`src/rtl/lattice_scan_gen_if.sv`:
```
// Cell stream from the lattice sweep sequencer to the collide/stream stage.
interface lattice_scan_gen_if #(
  parameter int unsigned GRID_W     = 16,
  parameter int unsigned GRID_H     = 16,
  parameter int unsigned ADDR_WIDTH = $clog2(GRID_W * GRID_H),
  parameter int unsigned ROW_WIDTH  = $clog2(GRID_H),
  parameter int unsigned COL_WIDTH  = $clog2(GRID_W)
);
  logic                  Valid;
  logic                  Ready;
  logic [ADDR_WIDTH-1:0] Addr;
  logic [ROW_WIDTH-1:0]  Row;
  logic [COL_WIDTH-1:0]  Col;
  logic [ADDR_WIDTH-1:0] Nbr_addr;
  logic                  Boundary;

  modport master (
    output Valid, Addr, Row, Col, Nbr_addr, Boundary,
    input  Ready
  );

  modport slave (
    input  Valid, Addr, Row, Col, Nbr_addr, Boundary,
    output Ready
  );
endinterface

```
`src/rtl/lattice_scan_gen.sv`:
```
// Lattice sweep sequencer: walks every cell in row-major order on Start and
// presents cell index, row, column, boundary flag and the periodic neighbour
// index in the latched D2Q9 direction under a valid/ready handshake.
module lattice_scan_gen #(
  parameter int unsigned GRID_W     = 16,
  parameter int unsigned GRID_H     = 16,
  parameter int unsigned ADDR_WIDTH = $clog2(GRID_W * GRID_H),
  parameter int unsigned ROW_WIDTH  = $clog2(GRID_H),
  parameter int unsigned COL_WIDTH  = $clog2(GRID_W)
) (
  input  logic               Clk,
  input  logic               Reset,
  input  logic               Start,
  input  logic [3:0]         Dir,
  output logic               Busy,
  output logic               Done,
  lattice_scan_gen_if.master bus
);

  localparam logic [ROW_WIDTH-1:0] RowMax = ROW_WIDTH'(GRID_H - 1);
  localparam logic [COL_WIDTH-1:0] ColMax = COL_WIDTH'(GRID_W - 1);

  typedef enum logic [1:0] {StIdle, StRun, StFin} state_e;

  state_e                state_q;
  logic [ROW_WIDTH-1:0]  row_q, row_nx;
  logic [COL_WIDTH-1:0]  col_q, col_nx;
  logic [3:0]            dir_q;
  logic                  valid_q, busy_q, done_q, bnd_q;
  logic [ADDR_WIDTH-1:0] addr_q, nbr_q;
  logic                  last_cell;

  function automatic logic [ADDR_WIDTH-1:0] lin_addr(input logic [ROW_WIDTH-1:0] r,
                                                     input logic [COL_WIDTH-1:0] c);
    return ADDR_WIDTH'(r) * ADDR_WIDTH'(GRID_W) + ADDR_WIDTH'(c);
  endfunction

  function automatic logic on_edge(input logic [ROW_WIDTH-1:0] r,
                                   input logic [COL_WIDTH-1:0] c);
    return (r == '0) || (r == RowMax) || (c == '0) || (c == ColMax);
  endfunction

  // Periodic neighbour; wrap done with compares so non-power-of-two grids work.
  function automatic logic [ADDR_WIDTH-1:0] nbr_addr(input logic [ROW_WIDTH-1:0] r,
                                                     input logic [COL_WIDTH-1:0] c,
                                                     input logic [3:0]           d);
    logic                 xp, xm, yp, ym;
    logic [ROW_WIDTH-1:0] nr;
    logic [COL_WIDTH-1:0] nc;
    xp = 1'b0;
    xm = 1'b0;
    yp = 1'b0;
    ym = 1'b0;
    case (d)
      4'd1:    xp = 1'b1;
      4'd2:    ym = 1'b1;
      4'd3:    xm = 1'b1;
      4'd4:    yp = 1'b1;
      4'd5:    begin xp = 1'b1; ym = 1'b1; end
      4'd6:    begin xm = 1'b1; ym = 1'b1; end
      4'd7:    begin xm = 1'b1; yp = 1'b1; end
      4'd8:    begin xp = 1'b1; yp = 1'b1; end
      default: ; // rest, including unused codes
    endcase
    nc = c;
    if (xp)      nc = (c == ColMax) ? '0 : c + COL_WIDTH'(1);
    else if (xm) nc = (c == '0) ? ColMax : c - COL_WIDTH'(1);
    nr = r;
    if (yp)      nr = (r == RowMax) ? '0 : r + ROW_WIDTH'(1);
    else if (ym) nr = (r == '0) ? RowMax : r - ROW_WIDTH'(1);
    return lin_addr(nr, nc);
  endfunction

  // Row-major successor of the current cell; wraps to (0,0) after the last one.
  always_comb begin
    row_nx = row_q;
    col_nx = col_q + COL_WIDTH'(1);
    if (col_q == ColMax) begin
      col_nx = '0;
      row_nx = (row_q == RowMax) ? '0 : row_q + ROW_WIDTH'(1);
    end
  end

  assign last_cell = (row_q == RowMax) && (col_q == ColMax);

  // Sweep FSM; every output is registered from the next cell coordinates.
  always_ff @(posedge Clk or negedge Reset) begin
    if (!Reset) begin
      state_q <= StIdle;
      row_q   <= '0;
      col_q   <= '0;
      dir_q   <= '0;
      valid_q <= 1'b0;
      busy_q  <= 1'b0;
      done_q  <= 1'b0;
      addr_q  <= '0;
      nbr_q   <= '0;
      bnd_q   <= 1'b0;
    end else begin
      case (state_q)
        StIdle: begin
          done_q <= 1'b0;
          if (Start) begin
            state_q <= StRun;
            row_q   <= '0;
            col_q   <= '0;
            dir_q   <= Dir;
            valid_q <= 1'b1;
            busy_q  <= 1'b1;
            addr_q  <= '0;
            nbr_q   <= nbr_addr('0, '0, Dir);
            bnd_q   <= 1'b1;
          end
        end
        StRun: begin
          if (bus.Ready) begin
            row_q  <= row_nx;
            col_q  <= col_nx;
            addr_q <= lin_addr(row_nx, col_nx);
            nbr_q  <= nbr_addr(row_nx, col_nx, dir_q);
            bnd_q  <= on_edge(row_nx, col_nx);
            if (last_cell) begin
              state_q <= StFin;
              valid_q <= 1'b0;
              busy_q  <= 1'b0;
              done_q  <= 1'b1;
            end
          end
        end
        StFin: begin
          done_q  <= 1'b0;
          state_q <= StIdle;
        end
        default: state_q <= StIdle;
      endcase
    end
  end

  assign bus.Valid    = valid_q;
  assign bus.Addr     = addr_q;
  assign bus.Row      = row_q;
  assign bus.Col      = col_q;
  assign bus.Nbr_addr = nbr_q;
  assign bus.Boundary = bnd_q;
  assign Busy         = busy_q;
  assign Done         = done_q;

endmodule

```
`src/flat_wrapper.sv`:
```
// flat-port wrapper written by rule: the top's interface ports become plain ports
module lattice_scan_gen_flat 
#(
  parameter int unsigned GRID_W     = 16,
  parameter int unsigned GRID_H     = 16,
  parameter int unsigned ADDR_WIDTH = $clog2(GRID_W * GRID_H),
  parameter int unsigned ROW_WIDTH  = $clog2(GRID_H),
  parameter int unsigned COL_WIDTH  = $clog2(GRID_W)
)
  (Clk, Reset, Start, Dir, Busy, Done, bus_Valid, bus_Addr, bus_Row, bus_Col, bus_Nbr_addr, bus_Boundary, bus_Ready);
  lattice_scan_gen_if #(.GRID_W(GRID_W), .GRID_H(GRID_H), .ADDR_WIDTH(ADDR_WIDTH), .ROW_WIDTH(ROW_WIDTH), .COL_WIDTH(COL_WIDTH)) bus_i ();
  input  logic Clk;
  input  logic Reset;
  input  logic Start;
  input  logic [3:0] Dir;
  output logic Busy;
  output logic Done;
  output wire logic [$bits(bus_i.Valid)-1:0] bus_Valid;
  output wire logic [$bits(bus_i.Addr)-1:0] bus_Addr;
  output wire logic [$bits(bus_i.Row)-1:0] bus_Row;
  output wire logic [$bits(bus_i.Col)-1:0] bus_Col;
  output wire logic [$bits(bus_i.Nbr_addr)-1:0] bus_Nbr_addr;
  output wire logic [$bits(bus_i.Boundary)-1:0] bus_Boundary;
  input wire logic [$bits(bus_i.Ready)-1:0] bus_Ready;
  assign bus_Valid = bus_i.Valid;
  assign bus_Addr = bus_i.Addr;
  assign bus_Row = bus_i.Row;
  assign bus_Col = bus_i.Col;
  assign bus_Nbr_addr = bus_i.Nbr_addr;
  assign bus_Boundary = bus_i.Boundary;
  assign bus_i.Ready = bus_Ready;
  lattice_scan_gen #(.GRID_W(GRID_W), .GRID_H(GRID_H), .ADDR_WIDTH(ADDR_WIDTH), .ROW_WIDTH(ROW_WIDTH), .COL_WIDTH(COL_WIDTH)) u_core (.Clk(Clk), .Reset(Reset), .Start(Start), .Dir(Dir), .Busy(Busy), .Done(Done), .bus(bus_i));
endmodule
```
`config.mk`:
```
export PLATFORM = sky130hd
export DESIGN_NAME = lattice_scan_gen_flat
export DESIGN_NICKNAME = d
export VERILOG_FILES = /design/src/rtl/lattice_scan_gen_if.sv /design/src/rtl/lattice_scan_gen.sv /design/src/flat_wrapper.sv
export SDC_FILE = /design/constraint.sdc
export NUM_CORES = 1
export LEC_CHECK = 0
export BUFFER_PORTS_ARGS = -buffer_cell sky130_fd_sc_hd__clkbuf_2
export CORE_UTILIZATION = 50
export DETAILED_ROUTE_END_ITERATION = 10
export PLACE_DENSITY_LB_ADDON = 0.1
export SLEW_MARGIN = 15
export SYNTH_ARGS = -nofsm -noshare
export SYNTH_HDL_FRONTEND = slang
export SYNTH_SLANG_ARGS = --single-unit
```
`constraint.sdc`:
```
create_clock -name Clk -period 2.2 [get_ports Clk]
set_input_delay 0.44 -clock Clk [delete_from_list [all_inputs] [get_ports Clk]]
set_output_delay 0.44 -clock Clk [all_outputs]
set_load 0.005 [all_outputs]
```
==> impl_metrics.py, run 1 <==
metrics = {
    "status": {
        "status": "complete, no violations",
    },
    "grt": {
        "track_usage": 0.248,
        "grt_pass1_vias": 1673,
        "grt_pass1_wl_um": 7870,
        "grt_max_degree": 26,
        "grt_overflow_total": 0,
        "antenna_found_initial": 0,
    },
    "die": {
        "die_w_um": 63.5,
        "core_um2": 3470,
        "die_height_um": 63.5,
        "ios": 36,
        "die-area_um2": 4030,
        "start_util": 0.544,
        "row_count": 21,
    },
    "setup_path": {
        "critical_path_class": "flip-flop to flip-flop",
        "cp_data_arrival_time_ps": 2250,
        "critPathRequiredTime_ps": 2400,
        "cp-start-kind": "flip-flop",
        "critPathMaxFanout": 8,
        "end_kind": "flip-flop",
    },
    "sta": {
        "rsz0062_at_grt": "no",
        "hold_violations": 0,
        "relSlewSlack": 0.476,
        "max_slew.worst_pin.slew_ps": 779,
        "setup_violations": 0,
        "drv_slew": 0,
        "min_period_over_period": 0.932,
        "fmax_ghz": 0.488,
        "fin_worst_skew_ps": 6.04,
        "layout_setup_ws_ps": 150,
        "tns_ps": 0,
        "period_needed_ps": 2050,
        "hold_slack_ps": 178,
    },
    "synthesis": {
        "yosys.area.top_type": "dfrtp_1",
        "seq_area_frac_synth": 0.331,
        "synth_nets": 242,
        "synth_edf_count": 0,
        "synth.cell_area_um2": 1890,
        "synth.avg_cell_area_um2": 8.32,
        "synth-async-reset-ratio": 1.00,
        "synth_area_leaders": "dfrtp_1, nand2_1, nor2_1",
        "synth_top_area_frac": 0.331,
        "ys_warn_count": 0,
        "syn_inst": 227,
        "ys_seq_elements": 25,
        "synth_ff_type": "dfrtp_1",
        "synth.distinct_cells": 48,
    },
    "placed_design": {
        "gp_congestion": 0.859,
        "dp_slack_ps": 116,
        "post-dp-hpwl_um": 3350,
        "placement.io_buffers": 35,
    },
    "clock_tree": {
        "clkSlewWorstSetupHoldPaths_ps": 90,
        "clk_latency_ps": 270,
        "clk_path_buf_depth": 2,
        "numClockSinks": 25,
        "cts_buffers": 3,
        "cts_hold_buf": 0,
        "cts_tree": "yes",
        "h-tree-depth": 1,
        "clockRootBuffer": "clkbuf_8",
    },
    "power": {
        "peakVddDrop_v": 0.000553,
        "power_leakage_uw": 0.00104,
        "power_density_nw_per_um2": 978,
    },
    "cells_and_area": {
        "final_common_cell": "clkbuf_2",
        "layout_common_cells": "clkbuf_2, nand2_1, nor2_1",
        "syn_to_final_growth_pct": 17.8,
        "n_antenna_cell": 0,
        "final_layout_size_suffix_gt1_frac": 0.272,
        "final_nets": 281,
        "fillers": 323,
    },
    "detailed_routing": {
        "drc": 0,
        "drtIter0Drc": 104,
        "ant_nets": 0,
        "drt-total-wl_um": 4560,
        "vias": 1789,
        "dr.pass1.iters": 4,
        "avgViaCountPerCell": 5.75,
        "routedWlPerCell_um": 14.6,
    },
    "hold_path": {
        "hp-class": "primary input to asynchronous set/reset pin",
    },
    "flow_run": {
        "drv_cap": 0,
    },
}
[worst max-delay path: stages (launching register included)]
cell     delay, ps
dfrtp_2        390
ha_4           190
and3_2         240
mux2i_4        230
inv_1           60
ha_1           210
o31a_1         300
mux2i_1        130
nand3_1         80
a31oi_1        170
[flip-flops by register name, indices dropped and copies added, names as in the netlist]
name,cells
u_core.Done,1
u_core.bus.Addr,7
u_core.dir_q,4
u_core.bus.Nbr_addr,8
u_core.bus.Valid,1
u_core.bus.Row,1
u_core.state_q,2
u_core.bus.Boundary,1
[through the flow]
| stage | power [uW] | std cells | util | cell area [um2] |
|---|---|---|---|---|
| floorplan | 1540 | 227 | - | 1920 |
| global placement | 1860 | 306 | 0.624 | 2160 |
| detailed placement | 1870 | 306 | 0.624 | 2160 |
| CTS | 2160 | 310 | 0.637 | 2210 |
| global route | 2370 | 311 | 0.641 | 2220 |
| finish | 2180 | 311 | 0.641 | 2220 |
[Yosys cell counts (all sizes together) (2+ instances only)]
cell type / n
nand3: 6
nand2b: 7
o31ai: 4
xnor2: 6
nor3: 3
nand2: 28
a31oi: 4
o32ai: 2
o22ai: 3
ha: 7
nor2b: 2
dfrtp: 25
clkbuf: 6
o211ai: 5
nand3b: 4
or3: 2
buf: 15
and2: 2
inv: 7
and3: 2
a22oi: 2
nor3b: 3
mux2i: 5
a21o: 2
a21oi: 13
a32o: 2
nor2: 24
o21ai: 17
a21boi: 2
nand4: 6
o21a: 2
[area by class of cell]
cell class	instances	area, um2	area share
tap	46	57.6	0.0259
sequential	25	628	0.282
timing repair buffer	55	325	0.146
multi-input combinational	174	1140	0.514
inverter	7	26.3	0.0118
clock buffer	4	45.0	0.0202
[kinds of logic (layout without fill, tap and decap cells)]
| kind of cell | after synthesis | after routing | share of synthesized area |
|---|---|---|---|
| buf+inv | 28 | 66 | 0.0809 |
| simple gates | 91 | 91 | 0.239 |
| fa+ha+maj | 7 | 7 | 0.0464 |
| flops | 25 | 25 | 0.331 |
| compound gates | 65 | 65 | 0.245 |
| mux | 5 | 5 | 0.0265 |
| xor+xnor | 6 | 6 | 0.0318 |
[where the power goes]
group	switching, uW	internal (uW)
clock network	145	130
registers	129	593
logic	631	548
[routing by layer]
layer	track usage	share of wire
met3	0.0344	0.042
met1	0.362	0.48
met4	0.0767	0.015
met2	0.375	0.46
met5	0	0
[worst paths after layout]
kind                       slack [ps]                endpoint               start  depth (start not counted)
min in group Clk                  440         u_core.dir_q[2]              Dir[2]                          3
hold reg to reg                   490             u_core.Done         u_core.Done                          1
setup reg to reg                  150  u_core.bus.Nbr_addr[7]  u_core.bus.Addr[0]                          9
setup / recovery                  150  u_core.bus.Nbr_addr[7]  u_core.bus.Addr[0]                          9
hold / removal                    180       u_core.bus.Row[3]               Reset                          1
max in group asynchronous        1560      u_core.bus.Addr[0]               Reset                          1
[repair_timing]
item / in CTS / in global routing
gates resized for setup: 0 / 3
setup buffers: 0 / 1
setup endpoints to repair: 0 / 2
(Power assumes the default switching activity.)
==> run 2: changes to the inputs <==
- RECOVER_POWER: unset -> 25
==> run 2 against run 1 <==
  * Cell count stayed put
  * Sequential share of layout area hardly changed
  * Worst hold slack better by 260 ps
  * Highest routed layer unchanged
  * Worst setup slack worse by 0.93 ps
  * Utilization hardly changed
  * Clock skew hardly changed
  * Global-route usage stayed put
  * Clock power hardly changed
  * Maximum frequency hardly changed
  * First-iteration DRC count stayed put
  * Sequential cell count stayed put
  * Sequential power hardly changed
==> impl_metrics.py, run 2 (synthesized netlist as in run 1, its figures left out) <==
metrics = {
    "die": {
        "core_um2": 3470,
        "die-area_um2": 4030,
        "die_w_um": 63.5,
        "die_height_um": 63.5,
        "start_util": 0.544,
        "row_count": 21,
        "ios": 36,
    },
    "setup_path": {
        "end_kind": "flip-flop",
        "ff2ff_path_depth": 9,
        "critPathMaxFanout": 8,
        "timing.rr.end": "u_core.bus.Nbr_addr[7]",
        "critPathRequiredTime_ps": 2400,
        "cp-start-kind": "flip-flop",
        "critical_path_class": "flip-flop to flip-flop",
        "rrSetupSlack_ps": 150,
        "reg2reg_from": "u_core.bus.Addr[0]",
        "cp_data_arrival_time_ps": 2250,
    },
    "power": {
        "switching_power_uw": 901,
        "pwr-share-seq": 0.333,
        "p_clk_frac": 0.126,
        "power_leakage_uw": 0.00104,
        "p_int_uw": 1270,
        "peakVddDrop_v": 0.000553,
        "pwr-share-comb": 0.541,
        "power_density_nw_per_um2": 976,
        "switching_share": 0.415,
    },
    "detailed_routing": {
        "routedWlPerCell_um": 14.5,
        "vias": 1778,
        "dr.pass1.iters": 5,
        "drt-total-wl_um": 4510,
        "wl_met3_um": 201,
        "drc": 0,
        "drtIter0Drc": 104,
        "avgViaCountPerCell": 5.72,
        "dr.max_layer_used": "met4",
        "wl_met1_um": 2150,
        "ant_nets": 0,
        "wl_met2_um": 2100,
    },
    "clock_tree": {
        "h-tree-depth": 1,
        "clockRootBuffer": "clkbuf_8",
        "clkSlewWorstSetupHoldPaths_ps": 90,
        "numClockSinks": 25,
        "clk_latency_ps": 270,
        "cts_tree": "yes",
        "cts_buffers": 3,
        "clk_path_buf_depth": 2,
    },
    "sta": {
        "hold_slack_ps": 435,
        "hold_violations": 0,
        "min_period_over_period": 0.932,
        "max_slew.worst_pin.slew_ps": 1380,
        "period_needed_ps": 2050,
        "tns_ps": 0,
        "fmax_ghz": 0.488,
        "drv_slew": 0,
        "rsz0062_at_grt": "no",
        "fin_worst_skew_ps": 5.65,
        "relSlewSlack": 0.0767,
        "layout_setup_ws_ps": 149,
        "setup_violations": 0,
    },
    "grt": {
        "grt_pass1_wl_um": 7870,
        "track_usage": 0.248,
        "antenna_found_initial": 0,
        "grt_max_degree": 26,
        "grt_overflow_total": 0,
        "grt_pass1_vias": 1673,
    },
    "cells_and_area": {
        "seqCellArea_um2": 628,
        "final_layout_size_suffix_gt1_frac": 0.268,
        "layout_common_cells": "clkbuf_2, nand2_1, nor2_1",
        "fillers": 324,
        "largest_reg_flops": 8,
        "final_nets": 281,
        "multiInputGateArea_um2": 1140,
        "n_antenna_cell": 0,
        "final_common_cell": "clkbuf_2",
        "syn_to_final_growth_pct": 17.8,
    },
    "hold_path": {
        "hp-start": "Dir[2]",
        "worstHoldPathCells": 3,
        "hp-class": "primary input to flip-flop",
        "min_to": "u_core.dir_q[2]",
    },
    "status": {
        "status": "complete, no violations",
    },
    "placed_design": {
        "placement.io_buffers": 35,
        "dp_slack_ps": 116,
        "post-dp-hpwl_um": 3350,
        "gp_congestion": 0.859,
    },
    "flow_run": {
        "drv_cap": 0,
    },
}
-- run 2: worst max-delay path by stage --
stage,from,end,slack [ps]
after detailed placement,u_core.bus.Addr[0],u_core.bus.Nbr_addr[7],120
after global placement,u_core.bus.Addr[0],u_core.bus.Nbr_addr[7],140
after global routing,u_core.bus.Addr[0],u_core.bus.Nbr_addr[7],3
after floorplan,u_core.bus.Addr[0],u_core.bus.Nbr_addr[7],10
final,u_core.bus.Addr[0],u_core.bus.Nbr_addr[7],150
after CTS,u_core.bus.Addr[0],u_core.bus.Nbr_addr[7],100
-- run 2: worst max-delay path, stage by stage (launching register included) --
cell and delay (ps):
dfrtp_2 390, ha_4 190, and3_2 240, mux2i_4 230, inv_1 60, ha_1 210
o31a_1 300, mux2i_1 130, nand3_1 80, a31oi_1 170
-- run 2: stage by stage --
stage / std cells / utilization / area, um2 / total power (uW)
final: 311 / 0.641 / 2220 / 2170
after global routing: 311 / 0.641 / 2220 / 2370
after CTS: 310 / 0.637 / 2210 / 2160
after detailed placement: 306 / 0.624 / 2160 / 1870
after global placement: 306 / 0.624 / 2160 / 1860
after floorplan: 227 / - / 1920 / 1540
-- run 2: layout make-up --
class                           count  share of cell area
Tap cell                           46              0.0259
Multi-Input combinational cell    174               0.514
Sequential cell                    25               0.282
Timing Repair Buffer               55               0.146
Clock buffer                        4              0.0203
Inverter                            7              0.0118
-- run 2: power groups by stage --
stage	logic, uW	clock network [uW]	registers [uW]
floorplan	799	0	738
global placement	1130	0	728
detailed placement	1140	0	731
CTS	1150	284	723
global route	1320	306	744
finish	1170	274	722
-- run 2: routing by layer --
layer | vias to the layer above | track usage
met2 | 51 | 0.375
met5 | - | 0
met1 | 837 | 0.362
met4 | 0 | 0.0767
li1 | 883 | -
met3 | 7 | 0.0344
-- run 2: timing repair --
action | 4_1_cts | 5_1_grt
endpoints found under the setup margin | 0 | 2
hold buffers | 0 | 0
setup buffers | 0 | 1
resized for setup | 0 | 3
endpoints found under the hold margin | 0 | 0
==> run 3: changes to the inputs <==
- BUFFER_PORTS_ARGS: -buffer_cell sky130_fd_sc_hd__clkbuf_2 -> unset
- CELL_PAD_IN_SITES_DETAIL_PLACEMENT: unset -> 0
- CELL_PAD_IN_SITES_GLOBAL_PLACEMENT: unset -> 1
- CORE_UTILIZATION: 50 -> 42
- DONT_BUFFER_PORTS: unset -> 1
==> run 3 against run 2 <==
  * Cell count down 7.7%
  * Utilization decreased by 15 points
  * Maximum frequency down 2.1%
  * Combinational power is 6% lower
  * Design area fell by 4.9%
  * Via count shrank 5.7%
  * Worst hold slack lost 170 ps
  * Global-route usage shrank 3.0 points
  * Register-to-register slack lost 40 ps
  * Clock power grew 4%
  * Sequential share of layout area increased by 1.5 points
  * Power down 2.6%
  * Critical path type unchanged
  * Highest routed layer unchanged
==> impl_metrics.py, run 3 (synthesized netlist as in run 1, its figures left out) <==
metrics = {
    "status": {
        "status": "complete, no violations",
    },
    "cells_and_area": {
        "final_nets": 251,
        "layout_common_cells": "nand2_1, nor2_1, buf_4, dfrtp_1, o21ai_0",
        "largest_reg_flops": 8,
        "syn_to_final_growth_pct": 12.0,
        "fin_area_um2": 2110,
        "final_layout_size_suffix_gt1_frac": 0.179,
        "n_antenna_cell": 0,
        "final_common_cell": "nand2_1",
    },
    "hold_path": {
        "hp-class": "primary input to flip-flop",
    },
    "detailed_routing": {
        "drc": 0,
        "ant_nets": 0,
        "routedWlPerCell_um": 17.2,
        "vias": 1677,
        "avgViaCountPerCell": 5.84,
        "dr.pass1.iters": 4,
        "drt-total-wl_um": 4930,
        "drtIter0Drc": 107,
    },
    "clock_tree": {
        "h-tree-depth": 1,
        "numClockSinks": 25,
        "clkSlewWorstSetupHoldPaths_ps": 90,
        "cts_tree": "yes",
        "clk_latency_ps": 280,
        "cts_buffers": 3,
        "clk_path_buf_depth": 2,
        "clockRootBuffer": "clkbuf_8",
    },
    "power": {
        "power_density_nw_per_um2": 1000,
        "power_leakage_uw": 0.000920,
        "peakVddDrop_v": 0.000421,
        "p_total_uw": 2110,
    },
    "setup_path": {
        "cp_data_arrival_time_ps": 2250,
        "critical_path_class": "flip-flop to flip-flop",
        "end_kind": "flip-flop",
        "critPathMostFrequentCell": "nand3b_1",
        "max_stage_delay_ps": 430,
        "cp_cell_sequence": "buf_4 -> ha_1 -> nand3b_1 -> a21boi_4 -> nand2b_1 -> nand3b_1 -> a2111oi_2 -> nor3_1",
        "cp-start-kind": "flip-flop",
        "worst-path-buf-inv": 1,
        "rrSetupSlack_ps": 100,
        "crit_family": "compound AO/OA/AOI/OAI gates",
        "crit_slowest_cell": "dfrtp_2",
        "critPathMaxFanout": 8,
        "critPathRequiredTime_ps": 2360,
    },
    "sta": {
        "drv_slew": 0,
        "setup_violations": 0,
        "rsz0062_at_grt": "no",
        "fmax_ghz": 0.477,
        "period_needed_ps": 2100,
        "hold_violations": 0,
        "max_slew.worst_pin.slew_ps": 1170,
        "relSlewSlack": 0.220,
        "min_period_over_period": 0.952,
        "fin_worst_skew_ps": 4.84,
        "hold_slack_ps": 269,
        "tns_ps": 0,
    },
    "grt": {
        "antenna_found_initial": 0,
        "grt_max_degree": 26,
        "grt_pass1_vias": 1690,
        "track_usage": 0.217,
        "grt_overflow_total": 0,
        "grt_pass1_wl_um": 8380,
    },
    "die": {
        "die_w_um": 69.0,
        "core_um2": 4320,
        "die_height_um": 69.0,
        "start_util": 0.437,
        "row_count": 24,
        "ios": 36,
        "die-area_um2": 4770,
    },
    "placed_design": {
        "placement.io_buffers": 0,
        "place_area_um2": 2000,
        "post-dp-hpwl_um": 3600,
        "gp_congestion": 0.931,
    },
    "flow_run": {
        "drv_cap": 0,
    },
}
## run 3: layer usage
layer  routed length [um]  vias up  global-route usage  share of wire
met5                    0        -                   0              0
met4                   62        0              0.0816          0.013
met3                  197        5              0.0365          0.040
met2                 2380       43               0.345           0.48
met1                 2290      799               0.297           0.46
li1                     -      830                   -              -
## run 3: metrics by stage
| step | setup WS [ps] | cells | utilization |
|---|---|---|---|
| after floorplan | 13.0 | 227 | - |
| after global placement | 124 | 278 | 0.464 |
| after detailed placement | 47.2 | 278 | 0.464 |
| after CTS | 18.1 | 284 | 0.481 |
| after global routing | 4.76 | 287 | 0.489 |
| final | 105 | 287 | 0.489 |
## run 3: layout make-up
type                    count  area (um2)
clock buffers               4        45.0
repair buffers             25         195
flip-flops and latches     25         628
inverters                   7        26.3
multi-input cells         174        1150
fillers                   439        2210
well taps                  52        65.1
## run 3: path summary, 6_finish.rpt
| path | start | end | cells past startpoint |
|---|---|---|---|
| max | u_core.bus.Addr[1] | u_core.bus.Nbr_addr[3] | 8 |
| min | bus_Ready | u_core.bus.Nbr_addr[4] | 1 |
| max reg2reg | u_core.bus.Addr[1] | u_core.bus.Nbr_addr[3] | 8 |
| min reg2reg | u_core.Done | u_core.Done | 1 |
| max in group asynchronous | Reset | u_core.bus.Addr[1] | 2 |
| min in group asynchronous | Reset | u_core.bus.Addr[5] | 2 |
## run 3: repair_timing
item                                    in CTS  in global routing
gates resized for setup                      0                  6
hold buffers                                 2                  0
hold endpoints to repair                    25                  0
endpoints found under the setup margin       0                  2
buffers inserted                             0                  3
## run 3: where the power goes
part	switching, uW	internal (uW)
combinational	609	488
sequential	138	594
clock	155	130
total	902	1210
